===== src/rtl/bp_io_cmd_arbiter_pkg.sv =====
// bp_io_cmd_arbiter_pkg: error bit positions shared by the I/O command arbiter and its users.
package bp_io_cmd_arbiter_pkg;
  typedef enum logic [0:0] {
    e_io_arb_err_unexp   = 1'b0,
    e_io_arb_err_timeout = 1'b1
  } bp_io_arb_err_e;
  localparam int io_arb_err_width_gp = 2;
endpackage


===== src/rtl/bp_io_cmd_arbiter_if.sv =====
// bp_io_cmd_arbiter_if: requester-side and processor-side command/response channels of the I/O arbiter.
interface bp_io_cmd_arbiter_if #(parameter int num_req_p = 2, msg_width_p = 64);
  logic [num_req_p-1:0][msg_width_p-1:0] req_cmd_i;
  logic [num_req_p-1:0] req_cmd_v_i;
  logic [num_req_p-1:0] req_cmd_yumi_o;
  logic [msg_width_p-1:0] req_resp_o;
  logic [num_req_p-1:0] req_resp_v_o;
  logic [num_req_p-1:0] req_resp_ready_i;
  logic [msg_width_p-1:0] cmd_o;
  logic cmd_v_o;
  logic cmd_yumi_i;
  logic [msg_width_p-1:0] resp_i;
  logic resp_v_i;
  logic resp_ready_o;
  modport slave (
    input req_cmd_i, req_cmd_v_i, req_resp_ready_i, cmd_yumi_i, resp_i, resp_v_i,
    output req_cmd_yumi_o, req_resp_o, req_resp_v_o, cmd_o, cmd_v_o, resp_ready_o
  );
  modport master (
    output req_cmd_i, req_cmd_v_i, req_resp_ready_i, cmd_yumi_i, resp_i, resp_v_i,
    input req_cmd_yumi_o, req_resp_o, req_resp_v_o, cmd_o, cmd_v_o, resp_ready_o
  );
endinterface


===== src/rtl/bp_io_cmd_arbiter_fifo.sv =====
// bsg_fifo_1r1w_small: small ready-then-valid circular FIFO holding requester tags in issue order.
module bsg_fifo_1r1w_small #(parameter int width_p = 1, els_p = 4) (
  input  logic               clk_i,
  input  logic               reset_n_i,
  input  logic               v_i,
  output logic               ready_o,
  input  logic [width_p-1:0] data_i,
  output logic               v_o,
  output logic [width_p-1:0] data_o,
  input  logic               yumi_i
);
  localparam int ptr_w_lp = (els_p > 1) ? $clog2(els_p) : 1;
  localparam int cnt_w_lp = $clog2(els_p + 1);
  logic [width_p-1:0] mem_r [els_p];
  logic [ptr_w_lp-1:0] rptr_r, wptr_r;
  logic [cnt_w_lp-1:0] cnt_r;
  logic enq, deq;
  assign ready_o = cnt_r != cnt_w_lp'(els_p);
  assign v_o = cnt_r != '0;
  assign data_o = mem_r[rptr_r];
  assign enq = v_i & ready_o;
  assign deq = yumi_i & v_o;
  always_ff @(posedge clk_i or negedge reset_n_i)
    if (!reset_n_i) begin
      rptr_r <= '0;
      wptr_r <= '0;
      cnt_r <= '0;
    end else begin
      if (enq) wptr_r <= (wptr_r == ptr_w_lp'(els_p - 1)) ? '0 : wptr_r + ptr_w_lp'(1);
      if (deq) rptr_r <= (rptr_r == ptr_w_lp'(els_p - 1)) ? '0 : rptr_r + ptr_w_lp'(1);
      cnt_r <= cnt_r + cnt_w_lp'(enq) - cnt_w_lp'(deq);
    end
  always_ff @(posedge clk_i)
    if (enq) mem_r[wptr_r] <= data_i;
endmodule


===== src/rtl/bp_io_cmd_arbiter.sv =====
// bp_io_cmd_arbiter: round-robin sharing of the inbound I/O command channel with in-order response routing.
// Define BP_IO_CMD_ARB_TIMEOUT_EN to enable the response-timeout error (err_o[1]).
module bp_io_cmd_arbiter
  import bp_io_cmd_arbiter_pkg::*;
#(parameter int num_req_p = 2, msg_width_p = 64, max_outstanding_p = 4, timeout_p = 4096) (
  input  logic                     clk_i,
  input  logic                     reset_n_i,
  bp_io_cmd_arbiter_if.slave       io,
  output logic [io_arb_err_width_gp-1:0] err_o
);
  localparam int id_w_lp = $clog2(num_req_p);
  logic [id_w_lp-1:0] ptr_r, win, cand, head;
  logic found, tagq_ready, tagq_v, acc, deq, tmo;
  logic [io_arb_err_width_gp-1:0] err_r;
  // scan from furthest to nearest so the closest valid requester at/after the pointer wins
  always_comb begin
    win = ptr_r;
    cand = ptr_r;
    found = 1'b0;
    for (int k = num_req_p - 1; k >= 0; k--) begin
      cand = id_w_lp'((int'(ptr_r) + k) % num_req_p);
      if (io.req_cmd_v_i[cand]) begin
        win = cand;
        found = 1'b1;
      end
    end
  end
  assign io.cmd_v_o = found & tagq_ready;
  assign io.cmd_o = io.req_cmd_i[win];
  assign acc = io.cmd_v_o & io.cmd_yumi_i;
  assign io.req_cmd_yumi_o = acc ? num_req_p'(1) << win : '0;
  assign io.req_resp_o = io.resp_i;
  assign io.req_resp_v_o = (io.resp_v_i & tagq_v) ? num_req_p'(1) << head : '0;
  assign io.resp_ready_o = tagq_v & io.req_resp_ready_i[head];
  assign deq = io.resp_v_i & io.resp_ready_o;
  bsg_fifo_1r1w_small #(.width_p(id_w_lp), .els_p(max_outstanding_p)) tagq (
    .clk_i,
    .reset_n_i,
    .v_i(acc),
    .ready_o(tagq_ready),
    .data_i(win),
    .v_o(tagq_v),
    .data_o(head),
    .yumi_i(deq)
  );
  always_ff @(posedge clk_i or negedge reset_n_i)
    if (!reset_n_i) ptr_r <= '0;
    else if (acc) ptr_r <= (win == id_w_lp'(num_req_p - 1)) ? '0 : win + id_w_lp'(1);
`ifdef BP_IO_CMD_ARB_TIMEOUT_EN
  localparam int tmo_w_lp = $clog2(timeout_p + 1);
  logic [tmo_w_lp-1:0] idle_r;
  assign tmo = idle_r == tmo_w_lp'(timeout_p);
  always_ff @(posedge clk_i or negedge reset_n_i)
    if (!reset_n_i) idle_r <= '0;
    else idle_r <= (deq | ~tagq_v) ? '0 : tmo ? idle_r : idle_r + tmo_w_lp'(1);
`else
  logic unused_timeout;
  assign unused_timeout = ^timeout_p;
  assign tmo = 1'b0;
`endif
  always_ff @(posedge clk_i or negedge reset_n_i)
    if (!reset_n_i) err_r <= '0;
    else begin
      if (io.resp_v_i & ~tagq_v) err_r[e_io_arb_err_unexp] <= 1'b1;
      if (tmo) err_r[e_io_arb_err_timeout] <= 1'b1;
    end
  assign err_o = err_r;
endmodule


===== src/flat_wrapper.sv =====
// flat-port wrapper written by rule: the top's interface ports become plain ports
module bp_io_cmd_arbiter_flat import bp_io_cmd_arbiter_pkg::*;
#(parameter int num_req_p = 2, msg_width_p = 64, max_outstanding_p = 4, timeout_p = 4096)
  (clk_i, reset_n_i, err_o, io_req_cmd_i, io_req_cmd_v_i, io_req_resp_ready_i, io_cmd_yumi_i, io_resp_i, io_resp_v_i, io_req_cmd_yumi_o, io_req_resp_o, io_req_resp_v_o, io_cmd_o, io_cmd_v_o, io_resp_ready_o);
  bp_io_cmd_arbiter_if #(.num_req_p(num_req_p), .msg_width_p(msg_width_p)) io_i ();
  input  logic clk_i;
  input  logic reset_n_i;
  output logic [io_arb_err_width_gp-1:0] err_o;
  input wire logic [$bits(io_i.req_cmd_i)-1:0] io_req_cmd_i;
  input wire logic [$bits(io_i.req_cmd_v_i)-1:0] io_req_cmd_v_i;
  input wire logic [$bits(io_i.req_resp_ready_i)-1:0] io_req_resp_ready_i;
  input wire logic [$bits(io_i.cmd_yumi_i)-1:0] io_cmd_yumi_i;
  input wire logic [$bits(io_i.resp_i)-1:0] io_resp_i;
  input wire logic [$bits(io_i.resp_v_i)-1:0] io_resp_v_i;
  output wire logic [$bits(io_i.req_cmd_yumi_o)-1:0] io_req_cmd_yumi_o;
  output wire logic [$bits(io_i.req_resp_o)-1:0] io_req_resp_o;
  output wire logic [$bits(io_i.req_resp_v_o)-1:0] io_req_resp_v_o;
  output wire logic [$bits(io_i.cmd_o)-1:0] io_cmd_o;
  output wire logic [$bits(io_i.cmd_v_o)-1:0] io_cmd_v_o;
  output wire logic [$bits(io_i.resp_ready_o)-1:0] io_resp_ready_o;
  assign io_i.req_cmd_i = io_req_cmd_i;
  assign io_i.req_cmd_v_i = io_req_cmd_v_i;
  assign io_i.req_resp_ready_i = io_req_resp_ready_i;
  assign io_i.cmd_yumi_i = io_cmd_yumi_i;
  assign io_i.resp_i = io_resp_i;
  assign io_i.resp_v_i = io_resp_v_i;
  assign io_req_cmd_yumi_o = io_i.req_cmd_yumi_o;
  assign io_req_resp_o = io_i.req_resp_o;
  assign io_req_resp_v_o = io_i.req_resp_v_o;
  assign io_cmd_o = io_i.cmd_o;
  assign io_cmd_v_o = io_i.cmd_v_o;
  assign io_resp_ready_o = io_i.resp_ready_o;
  bp_io_cmd_arbiter #(.num_req_p(num_req_p), .msg_width_p(msg_width_p), .max_outstanding_p(max_outstanding_p), .timeout_p(timeout_p)) u_core (.clk_i(clk_i), .reset_n_i(reset_n_i), .io(io_i), .err_o(err_o));
endmodule

===== config.mk =====
export PLATFORM = sky130hd
export DESIGN_NAME = bp_io_cmd_arbiter_flat
export DESIGN_NICKNAME = d
export VERILOG_FILES = /design/src/rtl/bp_io_cmd_arbiter_pkg.sv /design/src/rtl/bp_io_cmd_arbiter_if.sv /design/src/rtl/bp_io_cmd_arbiter_fifo.sv /design/src/rtl/bp_io_cmd_arbiter.sv /design/src/flat_wrapper.sv
export SDC_FILE = /design/constraint.sdc
export NUM_CORES = 1
export LEC_CHECK = 0
export ABC_CLOCK_PERIOD_IN_PS = 5300
export BUFFER_PORTS_ARGS = -buffer_cell sky130_fd_sc_hd__buf_4
export CAP_MARGIN = 25
export CORE_AREA = 2 2 132 134
export CTS_BUF_LIST = sky130_fd_sc_hd__clkbuf_4 sky130_fd_sc_hd__clkbuf_8
export DETAILED_ROUTE_END_ITERATION = 12
export DIE_AREA = 0 0 134 136
export GPL_ROUTABILITY_DRIVEN = 0
export RECOVER_POWER = 100
export REMOVE_ABC_BUFFERS = 1
export SLEW_MARGIN = 30
export SYNTH_ARGS = -nofsm -noshare
export SYNTH_HDL_FRONTEND = slang
export SYNTH_HIERARCHICAL = 1
export SYNTH_SLANG_ARGS = --single-unit

===== constraint.sdc =====
create_clock -name clk_i -period 5.3 [get_ports clk_i]
set_clock_uncertainty 0.05 [all_clocks]
set_input_delay 1.06 -clock clk_i [delete_from_list [all_inputs] [get_ports clk_i]]
set_output_delay 1.06 -clock clk_i [all_outputs]
set_load 0.02 [all_outputs]

==> results list, run 1 <==
* Result of the run: finished, final reports clean
- Crit. Startpoint: io_req_cmd_v_i[1]
- The cell that appears most often on the critical path is sky130_fd_sc_hd__clkbuf_1.
- For this run, the total global-route usage over all layers was measured as 0.146.
- Bufs on Longest Clock Path: 2
- Setup violations remaining at the end of the flow were counted as 0.
* Largest net degree at the start of global routing: 42
* Arithmetic-cell share of the synthesized area counting full adders, half adders and majority gates: 0.0466
- For the finished layout, the period the worst path requires is between 3 and 4 ns.
- The clock drives 13 sinks.
* Final core utilization: 0.198
- For this run, the number of Yosys warnings is 6.
- In this run the power density over the cells is about 330 mW/mm^2.
- Antenna violations before repair: 0
- The first global-routing pass estimated 18200 microns of wire.
- I/O Buffers: 206
- In this run the vertical extent of the chip is 136 microns.
- Post-detailed-route count of antenna-violating nets: 0
- Data arrives at the worst endpoint at 2.86 ns.
* Compound-Gate Fraction of Synth Area: 0.0320
- STA classifies the critical path startpoint as a primary input.
* Peak clock frequency supported by timing: 252 MHz
- Inserted Diodes: 0
- Overall routed net length: about 14000 microns
- Leaving out fill and tap cells, the most frequent cell in the layout is sky130_fd_sc_hd__buf_4.
* Grt ovf: 0
- CP max-delay cell: sky130_fd_sc_hd__clkbuf_1
- Of the total synthesized cell area, the portion taken by AND, OR, NAND and NOR gates is 0.0661.
- Max_slew headroom: 0.623
- Leakage dissipation: 1.60 nW
- The number of different library cells used by synthesis comes to 35.
- Number of slew-limit violations in the final report: 0
* Cell breakdown of the critical path: clkbuf_1 > nand2b_1 > a21oi_4 > clkbuf_1 > mux2_1 > buf_4
- In the final layout, the share of cells above drive strength 1 is 0.621.
- STA puts the critical path data required time at between 4 and 5 ns.
- Area enclosed by the die boundary: 0.0182 sq mm
* Starting DRC count in detailed routing: 41
* Period utilisation layout: 0.749
- XOR/XNOR share of the synthesized area: 0.00758
- Initial DRT Pass Iterations: 4
* Portion of synthesized cell area occupied by the leading cell type: 0.319
- Once the clock tree was built, the setup fixing pass inserted 0 buffers.
* Max-cap viol count: 0
* Maximum ir drop on the vdd rail: 0.000109 V
- The clock reaches the later pin of the worst-skew pair after 0.24 ns.
- Final net count: ~560
- sky130_fd_sc_hd__mux2_4 takes more of the synthesized area than any other cell.
- Relative to the synthesized area, the layout overhead comes to 44.6%.
- By startpoint and endpoint, the worst setup path is classified as in -> out.
- Count of endpoints failing hold in the final timing report: 0
- TritonCTS built the clock tree.
* Post-synthesis area per instance: 11.1 sq um
- The library cells used most frequently in the layout, excluding fill and tap cells, are sky130_fd_sc_hd__buf_4 (182), sky130_fd_sc_hd__mux2_1 (46), sky130_fd_sc_hd__clkbuf_1 (26), sky130_fd_sc_hd__mux2_2 (17).
* Final total power: 1.09 mW
- Final instance area: between 0.003 and 0.004 sq mm
- After detailed routing, the number of remaining DRC violations is 0.
- Kind of capture point of the worst setup path: output port
- RSZ-0062 raised after global routing: false
- #FFs+latches synth: 13
- Slowest Stage Delay on Critical Path: about 0.50 ns
* Initial cell density of the core: 0.137
- Synthesis produced a netlist whose cell count is 208.
* Root buffer cell: sky130_fd_sc_hd__clkbuf_8
- Along the worst path, the maximum fanout reaches 12.
- The tightest hold path in the finished design has a slack of between 0.4 and 0.5 ns.
* Core outline area: 0.0169 sq mm
* Number of global-route vias before repair: 2137
- After detailed placement, the total cell area comes to between 0.003 and 0.004 sq mm.
- Detailed placement finished with a half-perimeter wire length of 13300 microns.
- The startpoint identified for the worst hold timing path is u_core/err_o[0].
- Largest family of logic cells by synthesized area: multiplexers
* Number of core rows: 48
- Measured along the x axis, the die boundary spans 134 microns.
- Reg-to-reg startpoint: u_core/tagq/rptr_r[0]
- Register area share after synthesis: 0.150
* Worst slack at placement: 1.48 ns
- After synthesis, the share of cell area in mux cells is 0.415.
* Hold buffer count at cts: 0
- Area of the mapped netlist: 0.00231 sq mm
- Final Worst Setup Slack: 1.33 ns
- The tightest min-delay check is of the reg -> reg type.
- Counting the buffers created by CTS gives 3.
- Average vias per placed instance: between 3 and 4
* Total of fill cells in the finished design: 1949
- In the post-synthesis netlist, the biggest area contributors are sky130_fd_sc_hd__mux2_4 (32%), sky130_fd_sc_hd__buf_4 (21%), sky130_fd_sc_hd__dfrtp_1 (9.8%).
- CTS built an H-tree with a depth of 1.
- DR WL/cell: around 25 microns
* Resized cells post-CTS: 0
- For the pin with the worst max-slew slack, the measured transition is 0.565 ns.
- Total via count after detailed routing: 2032
- Clock-pin slew was measured on the worst setup and hold paths at 0.06 ns.
- Number of top-level design ports: 336
[cells by family after synthesis]
family	after synthesis
and+or+nand+nor	24
other	1
adders and majority gates	8
xor gates and xnor gates	2
AOI/OAI and AO/OA	10
buffers and inverters	82
muxes	68
DFF	13
[sequential cells by signal, indices dropped and copies added, names as in the netlist]
register            cells
u_core/ptr_r            1
u_core/err_o            1
u_core/tagq/wptr_r      2
u_core/tagq/cnt_r       3
u_core/tagq/mem_r       4
u_core/tagq/rptr_r      2
[worst max-delay path: cells and delay by family]
family	cells	cell delay, ns
compound gates	1	0.40
buf+inv	3	0.80
mux	1	0.40
simple gates	1	0.20
[synthesized netlist by cell type]
master,number
sky130_fd_sc_hd__mux2_2,17
sky130_fd_sc_hd__and3_1,1
sky130_fd_sc_hd__conb_1,1
sky130_fd_sc_hd__o31ai_1,1
sky130_fd_sc_hd__fa_1,1
sky130_fd_sc_hd__mux2_4,49
sky130_fd_sc_hd__nand2b_1,1
sky130_fd_sc_hd__nor3b_1,1
sky130_fd_sc_hd__buf_4,65
sky130_fd_sc_hd__a21oi_1,2
sky130_fd_sc_hd__buf_2,1
sky130_fd_sc_hd__and4bb_2,2
sky130_fd_sc_hd__a21oi_2,1
sky130_fd_sc_hd__a21o_1,1
sky130_fd_sc_hd__nand2_1,3
sky130_fd_sc_hd__nor2b_1,3
sky130_fd_sc_hd__mux4_2,1
sky130_fd_sc_hd__dfrtp_1,9
sky130_fd_sc_hd__or3b_1,1
sky130_fd_sc_hd__xnor2_1,2
sky130_fd_sc_hd__and3_2,4
sky130_fd_sc_hd__ha_1,7
sky130_fd_sc_hd__inv_1,9
sky130_fd_sc_hd__nor2_1,4
sky130_fd_sc_hd__edfxtp_1,4
sky130_fd_sc_hd__nand3_1,2
sky130_fd_sc_hd__or3_2,1
sky130_fd_sc_hd__o21a_1,1
sky130_fd_sc_hd__and2_1,1
sky130_fd_sc_hd__mux2i_1,1
sky130_fd_sc_hd__buf_6,2
sky130_fd_sc_hd__buf_12,5
sky130_fd_sc_hd__o211a_1,1
sky130_fd_sc_hd__o21ai_0,1
sky130_fd_sc_hd__a211o_1,2
[cell type report]
| type | count | area [sq um] | share of cell area |
|---|---|---|---|
| clock inverter | 1 | 5.00 | 0.00150 |
| multi-input combinational | 113 | 1150 | 0.344 |
| inverter | 9 | 33.8 | 0.0101 |
| sequential | 13 | 345 | 0.103 |
| timing repair buffer | 209 | 1480 | 0.444 |
| tap | 225 | 282 | 0.0843 |
| clock buffer | 3 | 41.3 | 0.0124 |
[final timing paths]
kind / slack, ns / endpoint / depth (start not counted)
worst max-delay path: 1.33 / io_cmd_o[50] / 6
worst min-delay path: 0.40 / u_core/err_o[0] / 1
worst max register to register: 2.48 / u_core/tagq/cnt_r[2] / 12
worst min register to register: 0.40 / u_core/err_o[0] / 1
max in group asynchronous: 4.15 / u_core/err_o[0] / 1
min in group asynchronous: 0.70 / u_core/tagq/rptr_r[0] / 1
[metal layers]
layer / wire, microns / global-route usage
met1: 3130 / 0.0935
met2: 6410 / 0.242
met3: 4080 / 0.183
met4: 603 / 0.0585
met5: 0 / 0
[metrics by stage]
stage | std cells | setup TNS [ns]
2_1_floorplan | 135 | -6.12
3_3_place_gp | 569 | 0
3_5_place_dp | 569 | 0
4_1_cts | 573 | 0
5_1_grt | 573 | 0
6_report | 573 | 0
[power by group]
group | leakage, nW | switching [mW] | total [mW] | internal, mW
Sequential | 0.141 | 0.0484 | 0.197 | 0.149
Clock | 0.0255 | 0.0372 | 0.0891 | 0.0519
Combinational | 1.44 | 0.413 | 0.804 | 0.391
No activity file was read; power rests on OpenSTA's default activity.
==> run 2: changes to the inputs <==
ABC_CLOCK_PERIOD_IN_PS = 3400   (was 5300)
CORE_AREA = 2 2 129 131   (was 2 2 132 134)
DIE_AREA = 0 0 131 133   (was 0 0 134 136)
clock period = 3.4 ns   (was 5.3 ns; I/O delays follow)
==> results list, run 2 (synthesis gave the netlist of run 1 again) <==
* I/O Buffers: 206 (unchanged)
- TritonCTS clock tree: yes
- Regs by FF count: u_core/tagq/mem_r: 4 flops, u_core/tagq/cnt_r: 3 flops
* Total via count after detailed routing: 2155 (+6.1%)
- The final-report max-slew violation count was 0 (unchanged).
* Cell repeated most along the worst path: sky130_fd_sc_hd__inv_1
* Grt ovf: 0 (unchanged)
- The fill cell total of the finished layout came to 1847 (-5.2%).
* Flip-flop count of the largest register, all copies and words added: 4 (unchanged)
- Kind of capture point of the worst setup path: flip-flop
- The DRC violation count after routing was 0 (unchanged).
- Internal power contribution: 919 uW (+55%)
* Data required time of the critical path: 3.51 ns (-0.68 ns)
- The fraction of final layout cells sized beyond drive strength 1 came to 0.613 (-0.00797).
- The buffer count from post-CTS setup fixing came to 0 (unchanged).
- The initial core utilization was 0.143 (+0.00596).
- The total power divided by cell area is 514 mW/mm^2 (+58%).
- Peak clock frequency supported by timing: 341 MHz
- Slew at the pin closest to its max-slew limit: 0.548 ns (-0.0176 ns)
- The total clock buffers created by CTS came to 3 (unchanged).
* Sink Count: 13 (unchanged)
- Antenna violations before repair: 2 (+2)
* Register containing the most flip-flops in the final layout: u_core/tagq/mem_r
* Leakage dissipation: 1.59 nW (-1.0%)
- The mean routed wirelength per cell was 23.3 microns (-6.3%).
* Family with the most delay on the worst path: multiplexers
- Starting DRC count in detailed routing: 86 (+110%)
- DIE HEIGHT: 133 microns (-2.2%)
* Worst hold slack after final layout: 0.347 ns (-0.0575 ns)
- Largest net degree at the start of global routing: 66 (+57%)
- Count of buffering cells on the critical path with inverters included: 3 (unchanged)
* RSZ-0062 raised after global routing: false
- Core outline area: 0.0162 sq mm (-4.2%)
- Final core utilization: 0.204 (+0.00653)
* Critical path class: reg -> reg
- From synthesis to final layout, the design area changed by 43.2%.
* Max-cap viol count: 0 (unchanged)
* Post-layout instance count excluding filler cells: 566 (-1.2%)
- The number of hold buffers added after CTS is 0 (unchanged).
- The diode insertion count for antenna repair is 0 (unchanged).
- Number of top-level design ports: 336 (unchanged)
- The sum of routed wire length over all layers came to 13200 microns (-7.4%).
- Area enclosed by the die boundary: 0.0174 sq mm (-4.4%)
* Switching Fraction: 0.459 (+0.00210)
* Cell breakdown of the critical path: mux4_2 > mux2i_1 > nor2_1 > o31ai_1 > inv_1 > ha_1 > inv_1 > ha_1 > inv_1 > fa_1 > xnor2_1 > xnor2_1
- Clk Latency, worst-skew pair: 0.24 ns (about the same)
- Logic gate share of total power: 0.735 (-0.002)
* Slowest Stage Delay on Critical Path: 0.58 ns (+0.08 ns)
- Max_slew headroom: 0.635 (+0.0117)
- The count of final setup violators came to 0 (unchanged).
* Post-detailed-route count of antenna-violating nets: 0 (unchanged)
* Half-perimeter wire length of the detailed placement result: 11500 microns (-13%)
- The hold violation count in the final report is 0 (unchanged).
- Aggregate global-route resource usage: 0.142 (-0.00471)
- The worst vdd rail ir drop was 0.000159 V (+46%).
- The clock-pin slew of the registers on the worst-case setup and hold paths came to 0.06 ns (about the same).
- Final critical-path required period: 2.93 ns
- In this run the critical register-to-register path is launched from u_core/tagq/rptr_r[0].
- The fraction of power consumed by the clock network came to 0.085 (+0.003).
- Maximum fanout along the worst path: 4 (-8)
* Most common library cell in the layout ignoring fill and taps: sky130_fd_sc_hd__buf_4
- Number of H-tree levels: 1 (unchanged)
- Final net count: 555 (-0.36%)
- Result of the run: finished, final reports clean
- Sequential share of power: 0.181 (about the same)
- Data arrival, critical path: 3.03 ns (+0.17 ns)
- Worst slack at placement: 0.502 ns (-0.975 ns)
- The count of placed standard cells including taps is 562 (-1.2%).
* Resized cells post-CTS: 0 (unchanged)
- The cell sitting at the root of the clock tree is a sky130_fd_sc_hd__clkbuf_8.
* Final Worst Setup Slack: 0.472 ns (-0.858 ns)
- Initial DRT Pass Iterations: 4 (unchanged)
- The slowest stage of the critical path belongs to the cell sky130_fd_sc_hd__mux4_2.
- The worst-case register-to-register setup slack was 0.47 ns (-2.01 ns).
- First-pass GRT wire length: 17200 microns (-5.3%)
- The switching power of the nets is 780 uW (+57%).
* Period utilisation layout: 0.861
- The worst setup path is launched from a flip-flop.
- The most critical setup path has its startpoint at u_core/tagq/rptr_r[0].
* Number of global-route vias before repair: 2346 (+9.8%)
- Die width: 131 microns (-2.2%)
- Worst hold path class: in -> async
- Average vias per placed instance: 3.81 (+7.4%)
* Worst reg2reg path depth: 12 (unchanged)
* Number of gates on the worst path with buffers counted: 12 (+6)
- Commonest cells after routing, fill and taps aside: sky130_fd_sc_hd__buf_4 (182), sky130_fd_sc_hd__mux2_1 (49), sky130_fd_sc_hd__clkbuf_1 (24), sky130_fd_sc_hd__mux2_2 (17)
- Number of core rows: 47 (-2.1%)
- Final total power: 1.70 mW (+56%)
- Bufs on Longest Clock Path: 2 (unchanged)
## run 2: cell count changes in the layout (fill, tap and decap cells not counted), sizes merged
cell,delta
clkinv,-1
clkbuf,-1
## run 2: worst paths after layout
kind	to
max	u_core/tagq/cnt_r[2]
min	u_core/ptr_r
max reg2reg	u_core/tagq/cnt_r[2]
min reg2reg	u_core/err_o[0]
max in group asynchronous	u_core/tagq/cnt_r[0]
min in group clk_i	u_core/err_o[0]
## run 2: power by group through the flow
stage | logic (mW) | registers (mW) | clock network, mW
global placement | 1.43 | 0.305 | 0
detailed placement | 1.48 | 0.314 | 0
global route | 1.35 | 0.321 | 0.156
floorplan | 0.973 | 0.293 | 0
CTS | 1.49 | 0.312 | 0.150
finish | 1.25 | 0.307 | 0.144
## run 2: layout make-up
cell class | count | area (sq um) | area share
well taps | 220 | 275 | 0.0832
repair buffers | 207 | 1480 | 0.446
multi-input cells | 113 | 1130 | 0.341
flip-flops and latches | 13 | 345 | 0.104
inverters | 9 | 33.8 | 0.0102
clock buffers | 4 | 48.8 | 0.0148
## run 2: stage by stage
stage          cell area [sq um]  TNS, ns
3_3_place_gp                3540        0
2_1_floorplan               1690   -81.76
5_1_grt                     3310        0
6_report                    3310        0
4_1_cts                     3590        0
3_5_place_dp                3540        0
## run 2: per-layer routing
layer | vias up | track usage | wire [microns]
met2 | 261 | 0.180 | 5070
met1 | 942 | 0.149 | 4540
li1 | 924 | - | -
met5 | - | 0.121 | 283
met3 | 18 | 0.169 | 3210
met4 | 10 | 0.00768 | 63
